File: src/rtl/seg7_scan_driver.sv
// seg7_scan_driver: 4-digit multiplexed seven-segment scanner with per-slot anode blanking.
module seg7_scan_driver #(
  parameter int PRESCALE = 50000,
  parameter int BLANK    = 500,
  parameter int CNT_W    = 16
) (
  input  logic       clk,
  input  logic       reset,
  input  logic       enable,
  input  logic [3:0] digit,
  input  logic [3:0] dp_mask,
  input  logic [3:0] blank_mask,
  output logic [1:0] sel,
  output logic [3:0] an,
  output logic [6:0] seg,
  output logic       dp,
  output logic       slot_tick
);
  logic [CNT_W-1:0] cnt_q, cnt_d;
  logic [1:0] sel_q, sel_d;
  logic [3:0] an_q, an_d;
  logic [6:0] seg_q, seg_d, dec;
  logic dp_q, dp_d, tick_q, tick_d, wrap, lit;
  always_comb begin
    case (digit)
      4'h0: dec = 7'b1000000;
      4'h1: dec = 7'b1111001;
      4'h2: dec = 7'b0100100;
      4'h3: dec = 7'b0110000;
      4'h4: dec = 7'b0011001;
      4'h5: dec = 7'b0010010;
      4'h6: dec = 7'b0000010;
      4'h7: dec = 7'b1111000;
      4'h8: dec = 7'b0000000;
      4'h9: dec = 7'b0010000;
      4'hA: dec = 7'b0001000;
      4'hB: dec = 7'b0000011;
      4'hC: dec = 7'b1000110;
      4'hD: dec = 7'b0100001;
      4'hE: dec = 7'b0000110;
      default: dec = 7'b0001110;
    endcase
  end
  // Outputs use the pre-update cnt/sel, so digit is always the one the mux shows for sel_q.
  always_comb begin
    wrap   = enable && (cnt_q == CNT_W'(PRESCALE - 1));
    cnt_d  = !enable ? cnt_q : wrap ? '0 : cnt_q + 1'b1;
    sel_d  = wrap ? sel_q + 2'd1 : sel_q;
    tick_d = wrap;
    lit    = enable && (cnt_q >= CNT_W'(BLANK)) && !blank_mask[sel_q];
    an_d   = lit ? ~(4'b0001 << sel_q) : 4'b1111;
    seg_d  = lit ? dec : 7'h7F;
    dp_d   = lit ? ~dp_mask[sel_q] : 1'b1;
  end
  always_ff @(posedge clk) begin
    if (reset) begin
      cnt_q  <= '0;
      sel_q  <= 2'd0;
      an_q   <= 4'b1111;
      seg_q  <= 7'h7F;
      dp_q   <= 1'b1;
      tick_q <= 1'b0;
    end else begin
      cnt_q  <= cnt_d;
      sel_q  <= sel_d;
      an_q   <= an_d;
      seg_q  <= seg_d;
      dp_q   <= dp_d;
      tick_q <= tick_d;
    end
  end
  assign sel       = sel_q;
  assign an        = an_q;
  assign seg       = seg_q;
  assign dp        = dp_q;
  assign slot_tick = tick_q;
endmodule

File: config.mk
export PLATFORM = sky130hd
export DESIGN_NAME = seg7_scan_driver
export DESIGN_NICKNAME = d
export VERILOG_FILES = /design/src/rtl/seg7_scan_driver.sv
export SDC_FILE = /design/constraint.sdc
export NUM_CORES = 1
export LEC_CHECK = 0
export BUFFER_PORTS_ARGS = -buffer_cell sky130_fd_sc_hd__buf_2
export CAP_MARGIN = 25
export CORE_UTILIZATION = 48
export DETAILED_ROUTE_END_ITERATION = 10
export PLACE_DENSITY = 0.74
export SYNTH_ARGS = -nofsm -noshare
export SYNTH_HDL_FRONTEND = slang
export SYNTH_SLANG_ARGS = --single-unit
File: constraint.sdc
create_clock -name clk -period 1.9 [get_ports clk]
set_clock_uncertainty 0.15 [all_clocks]
set_input_delay 0.19 -clock clk [delete_from_list [all_inputs] [get_ports clk]]
set_output_delay 0.19 -clock clk [all_outputs]
set_load 0.03 [all_outputs]
Yosys cells after proc, flatten, opt, wreduce, memory -nomap -nowiden
Memory sizes are Yosys's and may differ from the RTL's. A register that Yosys moved wholly into a read port is not among the register bits. Index checks and enable logic that the tools add are counted.

Bits in registers: 24. ROM bits: 112. Bits of input ports: 15. Logic and storage cells: 25. Memories kept: 1.

Add/subtract/negate cells: 2. $lt $le $gt $ge: 2. Equality and inequality tests: 1. Shift operators: 1. Muxes and demuxes: 5. Bitwise operators: 3. Reduce and logical (&&, ||, !) cells: 5.

Memories: (no name shown) (words 16, bits a word 7, read ports 1, clocked after Yosys merged registers in 1, wr ports 0, line 25) `case (digit)`.

Operators with widths (count): adder 16 x 1 -> 16 bit, second input constant (1); equality test 16 bit, second input constant (1); >= comparator 16 x 9 -> 1 bit, second input constant (1); two-way mux 16 bit (1); binary-select mux 1 bit (select 2 bit) (2); inverter 4 bit (1); left shift 1 x 2 -> 4 bit, first input constant (1); logical AND 1 bit (3); less-than comparator 2 x 3 -> 1 bit, second input constant (1); adder 2 x 1 -> 2 bit, second input constant (1); two-way mux 1 bit (2); inverter 1 bit (2); OR reduction 2 bit (1); zero test 1 bit (1).

Longest topological paths before layout
Word-level depth: 6. Depth in mapped cells: 7. Gate-level depth less buffers: 6.

Worst setup path after synthesis
Ideal clock, no wire load.

Path type: register -> register. From: reg sel_q[0] (netlist: sel[0]). To: reg seg_q[0] (netlist: seg[0]). Setup time: 0.151 ns. Arrival: 1.897 ns. Slack: -0.298 ns. Cell stages (with the launch flop): 6. Clock period less this slack: 2.198 ns. Cell sequence: dfxtp_1 mux4_2 nor3b_1 o31a_1 clkbuf_1 o311ai_0.

Word-level cells in the longest chain between the ends: 6.

RTL lines: from (decl) (line 20) `logic [1:0] sel_q, sel_d;`; from (signal assigned) (line 65) `sel_q <= sel_d;`; binary-select mux 1 bit (select 2 bit) (line 50) `lit = enable && (cnt_q >= CNT_W'(BLANK)) && !blank_mask[sel_q];`; two-way mux 1 bit (not written as such) (line 50); zero test 1 bit (line 50); logical AND 1 bit (line 50); inverter 1 bit (no source line); OR reduction 2 bit (no source line); to (decl) (line 22) `logic [6:0] seg_q, seg_d, dec;`.

No other way between the ends. The select of a mux whose other input is x is not followed. A chain may end at the register's enable or synchronous reset.

Worst setup path after layout
From: reg cnt_q[11]. To: reg cnt_q[15].

Word-level cells in the longest chain between the ends: 3.

RTL lines: from (decl) (line 19) `logic [CNT_W-1:0] cnt_q, cnt_d;`; from (signal assigned) (line 64) `cnt_q <= cnt_d;`; branches (longest 2 deep; another with adder 16 x 1 -> 16 bit); two-way mux 16 bit * (line 47) `cnt_d = !enable ? cnt_q : wrap ? '0 : cnt_q + 1'b1;`.

Mark *: on every way between the ends.

==> impl_metrics.env <==
export IMPL_tritoncts_num_sinks=31
export IMPL_synth_ff_latch_count=31
export IMPL_run_status="complete, but fails checks"
export IMPL_n_antenna_cell=0
export IMPL_nature_of_the_critical_path_startpoint="register"
export IMPL_synth_compound_area_share=0.09783
export IMPL_first_pass_iters=4
export IMPL_first_pass_grt_wire_length_um=5913
export IMPL_power_per_cell_area_nw_per_um2=645.2
export IMPL_worst_setup_hold_path_clk_slew_ps=100
export IMPL_post_synth_fa_ha_maj_area_fraction=0.1003
export IMPL_failed_checks="negative setup slack"
export IMPL_std_cell_rows=19
export IMPL_die_w_um=57.84
export IMPL_static_leakage_power_nw=0.8050
export IMPL_postSynthCellCount=163
export IMPL_timing_reg2reg_worst_path_depth=4
export IMPL_grt_util_overall=0.2396
export IMPL_postLayoutSetupSlackWorst_ps=-104.6
export IMPL_grt_pass1_vias=1334
export IMPL_finalWeightedCongestion=0.8193
export IMPL_cp_common_cell="sky130_fd_sc_hd__or4_4"
export IMPL_clk_insertion_delay_late_ps=350
export IMPL_grt_overflow_total=0
export IMPL_drcViolationCount=0
export IMPL_synth_enable_flop_cells=0
export IMPL_worst_slew_pin_slew_ps=368.0
export IMPL_rsz0062_at_grt="yes"
export IMPL_routed_via_density=5.552
export IMPL_worst_path_dominant_cell_family="simple AND/OR/NAND/NOR gates"
export IMPL_mostFrequentLayoutCells="29 x sky130_fd_sc_hd__buf_2, 28 x sky130_fd_sc_hd__dfxtp_1, 20 x sky130_fd_sc_hd__buf_4, 18 x sky130_fd_sc_hd__nand2_1, 17 x sky130_fd_sc_hd__nor2_1"
export IMPL_antenna_violating_nets_post_route=0
export IMPL_nNetsFinal=247
export IMPL_hpwlAfterDp_um=2400
export IMPL_synth_cell_type_count=31
export IMPL_critPathSlowestCell="sky130_fd_sc_hd__or4_4"
export IMPL_cts_htree_levels=2
export IMPL_number_of_antenna_violations_at_the_first_check_in_global_routing=0
export IMPL_cap_violations=0
export IMPL_final_period_minus_worst_setup_slack_ps=2005
export IMPL_path_cells="or4_4, or4_4, nand2b_4, a21oi_2"
export IMPL_cts_tree="done"
export IMPL_hold_slack_ps=21.89
export IMPL_maxClockFrequency_mhz=498.9
export IMPL_ys_warn_count=0
export IMPL_core_area_um2=2853
export IMPL_cp_num_buf_inv=0
export IMPL_fillCellCount=208
export IMPL_post_synth_instance_area_um2=1496
export IMPL_first_iter_violations=50
export IMPL_cts_buffer_depth=2
export IMPL_holdPathStages=3
export IMPL_floorplan_die_area_um2=3345
export IMPL_max_stage_delay_ps=640
export IMPL_wirelength_um=3529
export IMPL_synth_seq_area_share=0.4147
export IMPL_synthXorXnorAreaFrac=0.07609
export IMPL_finalMaxSlewViolations=0
export IMPL_synthToLayoutAreaGrowth_pct=33.61
export IMPL_dominantRegCellSynth="sky130_fd_sc_hd__dfxtp_1"
export IMPL_tritoncts_num_buffers=5
export IMPL_finalHoldViolations=0
export IMPL_fin_cells=252
export IMPL_ir_drop_v=0.0006975
export IMPL_die_height_um=57.84
export IMPL_avgSynthCellArea_um2=9.181
export IMPL_synthesis_nets=190
export IMPL_worst_ep_required_time_ps=1970
export IMPL_routed_via_count=1399
export IMPL_setup_worst_path_end_class="register"
export IMPL_worstSetupPathType="register to register"
export IMPL_final_period_utilization=1.055
export IMPL_ioPinCount=30
export IMPL_worst_path_stages=4
export IMPL_start_util=0.5246
export IMPL_total_of_endpoints_with_negative_setup_slack_in_the_final_report=17
export IMPL_share_of_synthesized_cell_area_in_and_or_nand_and_nor_gates=0.2283
export IMPL_timing_slew_headroom=0.7524
export IMPL_final_core_util=0.7009
export IMPL_cts_root_buffer_cell="sky130_fd_sc_hd__clkbuf_4"
export IMPL_synth_top_family_by_area="simple AND/OR/NAND/NOR gates"
export IMPL_grt_max_degree=13
export IMPL_final_setup_tns_ps=-1447
export IMPL_io_buffers=29
export IMPL_hold_path_class="primary input to register"
export IMPL_mostFrequentLayoutCell="sky130_fd_sc_hd__buf_2"
export IMPL_synth_area_mux_share=0.03679
export IMPL_routed_wire_length_per_instance_um=14.00
export IMPL_fin_total_pwr_mw=1.290
export IMPL_place_detailed_instances=234
export IMPL_synth_async_sr_flop_share=0
export IMPL_crit_path_max_fanout=7
export IMPL_critPathArrivalTime_ps=2080
export IMPL_layout_drive_gt1_share=0.3484
-- flip-flops by register name, summed over array words and instances, names as in the netlist --
| name | cells |
|---|---|
| sel | 2 |
| cnt_q | 16 |
| an | 4 |
| seg | 7 |
| slot_tick | 1 |
| dp | 1 |
-- synthesized netlist by cell type (2+ instances only) --
cell type / number / area share
sky130_fd_sc_hd__nand2_1: 18 / 0.045
sky130_fd_sc_hd__o311ai_0: 5 / 0.029
sky130_fd_sc_hd__nor2_1: 22 / 0.055
sky130_fd_sc_hd__o211ai_1: 3 / 0.015
sky130_fd_sc_hd__a21oi_1: 4 / 0.013
sky130_fd_sc_hd__clkbuf_1: 2 / 0.0050
sky130_fd_sc_hd__or4_1: 3 / 0.015
sky130_fd_sc_hd__inv_1: 8 / 0.020
sky130_fd_sc_hd__buf_6: 2 / 0.015
sky130_fd_sc_hd__o21ai_0: 4 / 0.013
sky130_fd_sc_hd__xnor2_1: 9 / 0.053
sky130_fd_sc_hd__nand3_1: 3 / 0.010
sky130_fd_sc_hd__nor4_1: 3 / 0.013
sky130_fd_sc_hd__or3_1: 3 / 0.013
sky130_fd_sc_hd__dfxtp_1: 31 / 0.41
sky130_fd_sc_hd__xor2_1: 4 / 0.023
sky130_fd_sc_hd__nand2b_1: 4 / 0.017
sky130_fd_sc_hd__a21o_1: 2 / 0.010
sky130_fd_sc_hd__ha_1: 12 / 0.10
sky130_fd_sc_hd__mux4_2: 2 / 0.030
sky130_fd_sc_hd__nand4_1: 8 / 0.033
sky130_fd_sc_hd__nor3_1: 2 / 0.0067
-- area by class of cell --
type / instances / area (µm²) / area share
Multi-Input combinational cell: 119 / 860.8 / 0.4305
Sequential cell: 31 / 626.9 / 0.3135
Timing Repair Buffer: 55 / 356.6 / 0.1783
Clock buffer: 6 / 51.30 / 0.02566
Tap cell: 31 / 38.79 / 0.01940
Clock inverter: 2 / 35.03 / 0.01752
Inverter: 8 / 30.03 / 0.01502
-- cells by family after synthesis --
kind of cell | after synthesis
buffers and inverters | 14
adders and majority gates | 12
AOI/OAI and AO/OA | 21
and+or+nand+nor | 69
muxes | 3
xor gates and xnor gates | 13
DFF | 31
-- worst min-delay path: stages --
cell	delay, ps
sky130_fd_sc_hd__buf_2	150
sky130_fd_sc_hd__nand3_1	80
sky130_fd_sc_hd__a21oi_1	50
-- path summary, 6_finish.rpt --
| kind | startpoint | end | slack, ps |
|---|---|---|---|
| max reg2reg | cnt_q[11] | cnt_q[15] | -100 |
| max | cnt_q[11] | cnt_q[15] | -100 |
| min | enable | cnt_q[0] | 20 |
| min reg2reg | cnt_q[15] | cnt_q[15] | 370 |
-- what timing repair did --
item / 4_1_cts / 5_1_grt
gates resized for setup: 9 / 8
buffers inserted: 1 / 3
hold buffers: 4 / 1
pin swaps: 1 / 3
endpoints found under the hold margin: 8 / 5
setup endpoints to repair: 25 / 28
gates cloned: 1 / 0
-- power breakdown --
group          total (mW)  switching [mW]  internal, mW
logic              0.0920          0.0503        0.0417
clock network       0.545           0.234         0.311
registers           0.653         0.00192         0.651
total                1.29           0.287          1.00
-- metal layers --
layer / up-vias / routed length, µm / track usage
met3: 12 / 226 / 0.07589
met5: - / 0 / 0
met2: 52 / 1633 / 0.3695
met4: 0 / 124 / 0.1599
met1: 650 / 1545 / 0.2861
li1: 685 / - / -
-- metrics by stage --
stage	instance area (µm²)	worst slack (ps)
3_5_place_dp	1774	-187.7
5_1_grt	1999	-148.2
4_1_cts	1936	-55.15
2_1_floorplan	1503	-90.31
6_report	1999	-104.6
3_3_place_gp	1774	-168.8
Power figures use the tool's default switching activity.
